### src/rtl/spt_autobuf_seq.sv
// spt_autobuf_seq: per-channel SPORT autobuffer DMA sequencer (steal request, pointer walk, overrun flag).
// Define AB_WRAP_IRQ_EN to enable the one-cycle circular-wrap interrupt on AB_IRQ.
module spt_autobuf_seq #(
  parameter int AW  = 14,
  parameter int NCH = 4
) (
  input  logic           DSPCLK,
  input  logic           T_RSTn,
  input  logic           CFG_WE,
  input  logic [1:0]     CFG_SEL,
  input  logic [1:0]     CFG_FLD,
  input  logic [AW-1:0]  CFG_DI,
  input  logic [NCH-1:0] WRDY,
  input  logic [NCH-1:0] Sack,
  output logic [NCH-1:0] Sreqi,
  output logic [AW-1:0]  AB_ADDR,
  output logic [NCH-1:0] AB_OVF,
  output logic [NCH-1:0] AB_IRQ
);
  typedef enum logic [1:0] {DIS, IDLE, REQ, UPD} st_t;
  logic [AW-1:0] ptr_a [NCH];
  always_comb begin
    AB_ADDR = '0;
    for (int i = NCH - 1; i >= 0; i--) if (Sack[i]) AB_ADDR = ptr_a[i];
  end
  for (genvar c = 0; c < NCH; c++) begin : g_ch
    st_t st, st_n;
    logic [AW-1:0] base, len, mod, ptr, b_e, l_e, m_e, p_e, nxt;
    logic [AW:0] sum;
    logic ena, pend, ovf, wrap, sel, wb, wl, wm, wc;
    assign sel = CFG_WE && CFG_SEL == 2'(c);
    assign wb = sel && CFG_FLD == 2'd0;
    assign wl = sel && CFG_FLD == 2'd1;
    assign wm = sel && CFG_FLD == 2'd2;
    assign wc = sel && CFG_FLD == 2'd3;
    // Same-edge config writes feed the pointer update so UPD sees the new values.
    always_comb begin
      b_e = wb ? CFG_DI : base;
      l_e = wl ? CFG_DI : len;
      m_e = wm ? CFG_DI : mod;
      p_e = wb ? CFG_DI : ptr;
      sum = {1'b0, p_e} + {1'b0, m_e};
      wrap = l_e != '0 && sum >= {1'b0, b_e} + {1'b0, l_e};
      nxt = AW'(sum - (wrap ? {1'b0, l_e} : '0));
    end
    always_comb begin
      st_n = st;
      if ((wc && !CFG_DI[0]) || !ena) st_n = DIS;
      else
        unique case (st)
          DIS:  st_n = IDLE;
          IDLE: st_n = WRDY[c] ? REQ : IDLE;
          REQ:  st_n = Sack[c] ? UPD : REQ;
          UPD:  st_n = (pend || WRDY[c]) ? REQ : IDLE;
        endcase
    end
    always_ff @(posedge DSPCLK or negedge T_RSTn)
      if (!T_RSTn) begin
        st   <= DIS;
        base <= '0;
        len  <= '0;
        mod  <= '0;
        ptr  <= '0;
        ena  <= 1'b0;
        pend <= 1'b0;
        ovf  <= 1'b0;
      end else begin
        st <= st_n;
        if (wb) base <= CFG_DI;
        if (wl) len <= CFG_DI;
        if (wm) mod <= CFG_DI;
        if (wc) ena <= CFG_DI[0];
        ptr  <= (st == UPD && st_n != DIS) ? nxt : p_e;
        pend <= st == REQ && st_n != DIS && (pend || WRDY[c]);
        ovf  <= wc ? 1'b0 : ovf || (WRDY[c] && pend && (st == REQ || st == UPD));
      end
    assign Sreqi[c]  = st == REQ;
    assign AB_OVF[c] = ovf;
    assign ptr_a[c]  = ptr;
`ifdef AB_WRAP_IRQ_EN
    logic irq;
    always_ff @(posedge DSPCLK or negedge T_RSTn)
      if (!T_RSTn) irq <= 1'b0;
      else irq <= st == UPD && st_n != DIS && wrap;
    assign AB_IRQ[c] = irq;
`else
    assign AB_IRQ[c] = 1'b0;
`endif
  end
endmodule

### config.mk
export PLATFORM = sky130hd
export DESIGN_NAME = spt_autobuf_seq
export DESIGN_NICKNAME = d
export VERILOG_FILES = /design/src/rtl/spt_autobuf_seq.sv
export SDC_FILE = /design/constraint.sdc
export NUM_CORES = 1
export LEC_CHECK = 0
export CORE_UTILIZATION = 40
export CTS_CLUSTER_DIAMETER = 100
export DETAILED_ROUTE_END_ITERATION = 16
export PLACE_DENSITY = 0.67
export SYNTH_ARGS = -nofsm -noshare
export SYNTH_HDL_FRONTEND = slang
export SYNTH_SLANG_ARGS = --single-unit
### constraint.sdc
create_clock -name DSPCLK -period 8.16 [get_ports DSPCLK]
set_input_delay 1.632 -clock DSPCLK [delete_from_list [all_inputs] [get_ports DSPCLK]]
set_output_delay 1.632 -clock DSPCLK [all_outputs]
set_load 0.02 [all_outputs]
==> metrics.cfg <==
[cts]
cts_root_buf = clkbuf_16
hold_buffers = 0
cts-htree-levels = 1
clk_latency_ps = 600
cts_tree = done
clkSlewWorstSetupHoldPaths_ps = 60
cts_inserted_buffers = 29
clock_sinks = 244
ctsLongestPathBuffers = 3

[drt]
vias = 19320
drc_errors = 0
dr.first_iter.drc_count = 1608
postRouteAntennaNets = 0
viasPerCell = 5.545
wl_per_cell_um = 19.46
totalWireLength_um = 67800
first_pass_iters = 6

[flow_run]
drv_cap = 0

[grt]
grt_pass1_vias = 19080
grt_pass1_wl_um = 104500
grt_start_max_net_pins = 136
grt-ovfl-total = 0
antenna_found_initial = 2
track_usage_pct = 26.73

[worst_setup_path]
critPathSlowestCell = fa_2
rr_startpoint = g_ch[3].ptr[0]
timing_worst_setup_path_type = in2reg
r2r_setup_slack_ps = 1440
critPathMaxFanout = 5
cp-end-kind = register
worstRegToRegCells = 36
slowest_delay_ps = 400
critical_path_arrival_ps = 8360
cp.required_ps = 8600
start_kind = primary input
worstReg2RegEnd = g_ch[3].ptr[12]

[floorplan]
die_h_um = 223.2
io_pins = 55
die-area_sq_um = 49820
initial_utilization_pct = 40.73
coreArea_sq_um = 48050
placementRows = 80
die_w_um = 223.2

[sta]
max-slew-margin-rel_pct = 25.42
finalHoldViolations = 0
max_freq_ghz = 0.1263
setup_viol = 0
rsz0062_at_grt = true
tightestPinTransition_ps = 1116
min_period_ps = 7918
slew_viol_final = 0
period_share_pct = 97.03
finalClockSkew_ps = 14.25

[worst_hold_path]
hold_path_depth = 2
hold_end = g_ch[3].mod[10]
hold_class = reg2reg
holdCritStartpoint = g_ch[3].mod[10]

[logic_synthesis]
ys_types = 104
avgSynthCellArea_sq_um = 8.524
synth_edf_count = 0
ys_seq_area_share_pct = 31.20
syn_inst = 2296
ys.flop_type = dfrtp_1
synth-seq-cells = 244
synthArstFlopShare_pct = 100.0
synth_warnings = 0
synth.cell_area_sq_um = 19570

[power]
power.total_mw = 14.13
p_leak_nw = 13.28
power.density_nw_per_um2 = 532.6
peakVddDrop_v = 0.0002926

[place]
dp_hpwl_um = 51780
gp_congestion = 0.9716
io_buffers = 50

[layout]
n_fill_cell = 4236
area_growth_pct = 35.53
final_common_cell = buf_4
layout-drive-gt1-share_pct = 29.43
fin_util_pct = 55.21
final_cell_mix = buf_4 (535), nand2_1 (501), dfrtp_1 (244), ha_1 (196), nor2_1 (128)
nNetsFinal = 3098

[status]
status = complete, no violations

-- metrics by stage --
| stage | TNS, ps | hold slack, ps | setup WS (ps) | cells | area (sq um) |
|---|---|---|---|---|---|
| 2_1_floorplan | 0 | 444.5 | 6.365 | 2299 | 19790 |
| 3_3_place_gp | -13150 | 462.9 | -803.1 | 3381 | 24500 |
| 3_5_place_dp | -18690 | 469.6 | -981.0 | 3381 | 24500 |
| 4_1_cts | 0 | 484.4 | 4.929 | 3453 | 25880 |
| 5_1_grt | -125.3 | 498.6 | -88.49 | 3484 | 26530 |
| 6_report | 0 | 484.8 | 242.1 | 3484 | 26530 |
-- sequential cells by signal, indices dropped and copies added, names as in the netlist --
signal     count
g_ch.ena       4
g_ch.st        8
g_ch.mod      56
g_ch.pend      4
g_ch.ptr      56
g_ch.base     56
g_ch.ovf       4
g_ch.len      56
-- layer usage --
metal	vias up	global-route usage (%)	share of wire [%]	wire length, um
met5	-	0	0.013	9
met4	2	9.900	3.8	2558
met3	135	4.083	7.1	4796
met2	642	42.30	45	30290
met1	9315	36.80	44	30140
li1	9224	-	-	-
-- area by class of cell --
type | count | area (sq um) | share of cell area, %
clock buffers | 41 | 860.8 | 3.245
well taps | 615 | 769.5 | 2.901
flip-flops and latches | 244 | 6106 | 23.02
clock inverters | 13 | 201.4 | 0.7594
inverters | 74 | 277.8 | 1.047
diodes | 1 | 2.502 | 0.009434
multi-input cells | 1887 | 13440 | 50.67
repair buffers | 609 | 4868 | 18.35
-- cells in the mapped netlist (all sizes together), types with 16 or more instances --
library cell / n / area share, %
o31ai: 16 / 0.61
a221o: 19 / 0.97
o21a: 31 / 1.2
a21o: 40 / 1.5
a21oi: 128 / 3.4
nor2: 137 / 2.8
dfrtp: 244 / 31
nor2b: 25 / 0.80
xnor2: 76 / 3.5
nand3: 33 / 0.87
mux2: 62 / 3.6
nor4: 21 / 0.70
buf: 30 / 1.0
ha: 212 / 14
a31oi: 23 / 0.77
nand2: 522 / 10
inv: 74 / 1.4
nor3: 48 / 1.3
o21ai: 145 / 3.7
a211oi: 18 / 0.72
xor2: 72 / 3.2
clkbuf: 64 / 1.2
nand2b: 36 / 1.2
-- critical path, delay by kind of cell --
family	cells	cell delay (ps)
compound gates	15	2810
xor+xnor	2	390
buf+inv	3	290
fa+ha+maj	5	1470
mux	1	320
simple gates	10	1420
-- power breakdown --
group          switching (mW)  total [mW]  internal, mW
sequential              0.238        1.78          1.54
clock                   0.580        1.47         0.889
combinational            5.41        10.9          5.47
-- what timing repair did --
item	in CTS	in global routing
pin swaps	25	91
resized for setup	49	122
gates cloned	1	1
setup buffers	17	29
setup endpoints to repair	17	19
-- kinds of logic after synthesis --
group	count (synthesis)	synth area share (%)
AO/OA/AOI/OAI	528	18.00
XOR/XNOR	152	7.160
adder cells (fa/ha/maj)	227	14.94
buffers and inverters	168	3.682
flip-flops	244	31.20
multiplexers	77	4.334
other	1	0.01916
AND/OR/NAND/NOR	899	20.66
-- worst max path at each step --
stage / startpoint / to
after global routing: CFG_FLD[1] / g_ch[3].ptr[12]
after floorplan: CFG_FLD[1] / g_ch[3].ptr[13]
after detailed placement: CFG_WE / g_ch[3].ptr[13]
after CTS: CFG_SEL[0] / g_ch[3].ptr[13]
final: CFG_FLD[1] / g_ch[3].ptr[12]
after global placement: CFG_FLD[0] / g_ch[0].ptr[13]
Note: power is estimated with default switching activity, not from simulation.
==> edit 1 (same settings) <==
Change the parameter `AW` from 14 to 13.
--- a/src/rtl/spt_autobuf_seq.sv
+++ b/src/rtl/spt_autobuf_seq.sv
@@ -3,3 +3,3 @@
 module spt_autobuf_seq #(
-  parameter int AW  = 14,
+  parameter int AW  = 13,
   parameter int NCH = 4
Interface: changed (resized AB_ADDR and CFG_DI); port bits go from 55 to 53. The function was not compared with the original's and may differ.
==> edit 1 against the unedited design <==
  * Area after synthesis decreased by 7.6%
  * Largest cell class unchanged
  * First-iteration DRC count decreased by 22%
  * Synthesized cell count decreased by 8.4%
  * Worst setup slack improved by 0.063 ns
  * Sequential cell count decreased by 16
  * Critical endpoint is now g_ch[2].ptr[12]
  * Wire length decreased by 14%
  * Die area decreased by 7.5%
  * Clock skew increased by 0.016 ns
  * Final area decreased by 14%
  * Register-to-register slack improved by 0.59 ns
Power is not shown: default switching activity piles up to over one toggle a cycle in this logic, so the estimate is an artifact.
==> edit 1: results (changes against the unedited design) <==
Critical Path End: g_ch[2].ptr[12]
Reg area: 5705 sq um (-6.6%)
Top post-synthesis cells by count: nand2_1, dfrtp_1, ha_1
Sequential cell area share: 0.2492 (+0.01903)
Min Tclk post-route: 7.855 ns (-0.06316 ns)
Initial antenna violation count: 7 (+5)
Wire per inst: 19.02 microns (-2.3%)
Vias in the first global route: 16740 (-12%)
Synth area leaders: dfrtp_1, ha_1, nand2_1, mux2_2, a21oi_1
M2 GR Usage: 0.4118 (-0.01119)
WHS: 0.4806 ns (-0.004275 ns)
Post-DP HPWL: 45220 microns (-13%)
Register area share after synthesis: 0.3155 (+0.003525)
First-pass GRT wire length: 90990 microns (-13%)
Num CTS Buffers: 29 (unchanged)
Worst setup slack after placement: -0.6447 ns (+0.3364 ns)
Reg2reg end: g_ch[1].ptr[11]
Buffer share of cell area: 0.1360 (-0.04750)
Met3 Use GR: 0.03745 (-0.003380)
Worst r2r src: g_ch[1].len[0]
Critical Path AT: 8.30 ns (-0.06 ns)
Slowest stage cell, crit path: clkdlybuf4s50_1
Syn Area/Cell: 8.595 sq um (+0.83%)
Post-CTS Setup Bufs: 0 (-17)
Largest stage delay, worst path: 0.45 ns (+0.05 ns)
Total global-route track usage: 0.2492 (-0.01813)
Clock sink count: 228 (-6.6%)
I/O Buffers: 48 (-4.0%)
Share of layout cells above drive strength 1: 0.2308 (-0.06351)
Non-clock buffers: 389 (-36%)
Status: completed
Cell Area, Placed: 21580 sq um (-12%)
Metal-1 WL: 24850 microns (-18%)
Multi-input combinational area share: 0.5241 (+0.01748)
Well Taps: 592 (-3.7%)
WL met2: 26820 microns (-11%)
DP Cell Count: 3004 (-11%)
DRT Pass-1 Iters: 5 (-1)
First DRT Iteration DRCs: 1248 (-22%)
Measured slew at the worst slew-check pin: 0.9514 ns (-0.1641 ns)
Clk_buf instances: 46 (+12%)
Reg2reg path depth: 29 (-19%)
Placer congestion estimate: 1.007 (+3.6%)
R2R Setup Slk: 2.03 ns (+0.59 ns)
Final Non-Filler Cells: 3066 (-12%)
Ant diodes: 4 (+3)
Met1 Usage GRT: 0.3207 (-0.04728)
Setup Skew: 0.02988 ns (+0.01563 ns)
# fillers: 4060 (-4.2%)
Drt via density: 5.484 (-1.1%)
#MultiIn Comb: 1714 (-9.2%)
Largest net degree at the start of global routing: 151 (+11%)
Clk tree area frac: 0.04389 (+0.003840)
Non-clock inverters: 85 (+15%)
Final nets: 2679 (-14%)
## edit 1: cells by family after synthesis
group                    after synthesis  share of synthesized area
adder cells (fa/ha/maj)              207                     0.1478
AO/OA/AOI/OAI                        499                     0.1773
other                                  1                  0.0002074
AND/OR/NAND/NOR                      762                     0.1903
XOR/XNOR                             134                    0.06490
multiplexers                         108                    0.06642
buffers and inverters                165                    0.03750
flip-flops                           228                     0.3155
## edit 1: worst min-delay path by stage
stage	start	endpoint	cells past startpoint
3_5_place_dp	register	register	2
5_1_grt	g_ch[0].base[3]	g_ch[0].base[3]	2
4_1_cts	g_ch[0].base[3]	g_ch[0].base[3]	2
2_1_floorplan	register	register	2
3_3_place_gp	register	register	2
6_report	g_ch[1].base[7]	g_ch[1].base[7]	2
## edit 1: worst max-delay path, delay by kind of cell
kind	cells	cell delay (ns)
AOI/OAI and AO/OA	14	2.55
adders and majority gates	5	1.37
and+or+nand+nor	6	0.88
xor gates and xnor gates	2	0.34
muxes	1	0.19
buffers and inverters	8	1.30
==> edit 2 (same flow settings) <==
Made on the original files. The 4 values of `st_t` get a one-hot encoding in 4 bits.
--- a/src/rtl/spt_autobuf_seq.sv
+++ b/src/rtl/spt_autobuf_seq.sv
@@ -19,3 +19,3 @@
 );
-  typedef enum logic [1:0] {DIS, IDLE, REQ, UPD} st_t;
+  typedef enum logic [3:0] {DIS = 4'b0001, IDLE = 4'b0010, REQ = 4'b0100, UPD = 4'b1000} st_t;
   logic [AW-1:0] ptr_a [NCH];
Check against the original RTL: same outputs for any inputs over 4 cycles, from zero or initial values and one cycle with T_RSTn low; so few cycles prove little.
==> edit 2 against the unedited design <==
  * Via count increased by 2.4%
  * Wire length increased by 2.8%
  * Global-route usage increased by 0.78 points
  * Sequential cell count increased by 8
  * Maximum frequency decreased by 1.9%
  * Final area increased by 1.7%
  * Register-to-register slack improved by 0.06 ns
  * Highest routed layer is now met4
  * Worst setup slack got worse by 0.16 ns
  * Critical path type unchanged
  * Clock power increased by 10%
  * Total power decreased by 20%
  * Area after synthesis increased by 0.63%
==> edit 2: results (changes against the unedited design) <==
Htree depth: 2 (+1)
DP Cell Count: 3479 (+2.9%)
Skew-Pair Late Insertion Delay: 0.56 ns (-0.04 ns)
#MultiIn Comb: 1923 (+1.9%)
Clk_buf instances: 45 (+9.8%)
Buffer share of cell area: 0.1809 (-0.002589)
Worst setup slack after placement: -1.411 ns (-0.4299 ns)
Synth area leaders: dfrtp_1, ha_1, nand2_1, xnor2_1, mux2_2
R2R Setup Slk: 1.50 ns (+0.06 ns)
Total number of vias: 19780 (+2.4%)
Post-synthesis cell count: 2335 (+1.7%)
Syn Area/Cell: 8.435 sq um (-1.0%)
Measured slew at the worst slew-check pin: 1.284 ns (+0.1688 ns)
First DRT Iteration DRCs: 1676 (+4.2%)
Clock Power Share: 0.144 (+0.040)
Post-CTS Setup Bufs: 16 (-1)
M2 GR Usage: 0.4473 (+0.02432)
Met3 Use GR: 0.05063 (+0.009803)
Clk power: 0.00162 W (+10%)
WL final: 69670 microns (+2.8%)
Maximum vdd drop: 0.0002125 V (-27%)
WL met2: 31760 microns (+4.8%)
Non-clock inverters: 66 (-11%)
DRT Pass-1 Iters: 8 (+2)
First-pass GRT wire length: 107500 microns (+2.9%)
Reg area: 6311 sq um (+3.4%)
Total global-route track usage: 0.2751 (+0.007769)
Initial antenna violation count: 0 (-2)
Non-clock buffers: 621 (+2.0%)
WHS: 0.4783 ns (-0.006519 ns)
Largest net degree at the start of global routing: 146 (+7.4%)
Status: completed
Clk tree area frac: 0.04419 (+0.004147)
Met1 Usage GRT: 0.3621 (-0.005889)
NetSw: 0.004736 W (-24%)
# resized after CTS: 75 (+53%)
Final nets: 3151 (+1.7%)
P_leak: 13.32 nW (+0.31%)
Vias in the first global route: 19910 (+4.3%)
Area grow syn2layout: 36.99%
Synthesis-stage register bit count: 252 (+3.3%)
Top post-synthesis cells by count: nand2_1, dfrtp_1, ha_1
Cell Area, Placed: 24760 sq um (+1.0%)
Share of layout cells above drive strength 1: 0.2968 (+0.002534)
Final Non-Filler Cells: 3577 (+2.7%)
# fillers: 4207 (-0.68%)
Metal-1 WL: 30320 microns (+0.59%)
Multi-input combinational area share: 0.5013 (-0.005307)
Fmax: 123.9 MHz (-1.9%)
Register area share after synthesis: 0.3204 (+0.008457)
Met3 Wirelength: 4785 microns (-0.23%)
Max Used Layer: met4
Unique masters post-synth: 95 (-8.7%)
Largest stage delay, worst path: 0.43 ns (+0.03 ns)
Critical Path AT: 8.47 ns (+0.11 ns)
Clock buffer depth: 3 (unchanged)
Num CTS Buffers: 34 (+17%)
[edit 2: cell families (layout without fill, tap and decap cells)]
group           Yosys count  in the layout  share of synthesized area
fa+ha+maj               226            226                     0.1479
compound gates          527            527                     0.1730
simple gates            913            913                     0.2005
flops                   252            252                     0.3204
buf+inv                 163            746                    0.03361
mux                      91             91                    0.05089
xor+xnor                162            162                    0.07350
other cells               1              4                  0.0001904
[edit 2: path summary, 6_finish.rpt]
check	depth (start not counted)	endpoint	start
min reg2reg	2	g_ch[3].base[9]	g_ch[3].base[9]
max	38	g_ch[0].ptr[13]	CFG_WE
min in group asynchronous	1	g_ch[2].st[1]	T_RSTn
max in group asynchronous	2	g_ch[1].ptr[9]	T_RSTn
min	2	g_ch[3].base[9]	g_ch[3].base[9]
max reg2reg	34	g_ch[0].ptr[13]	g_ch[0].mod[0]
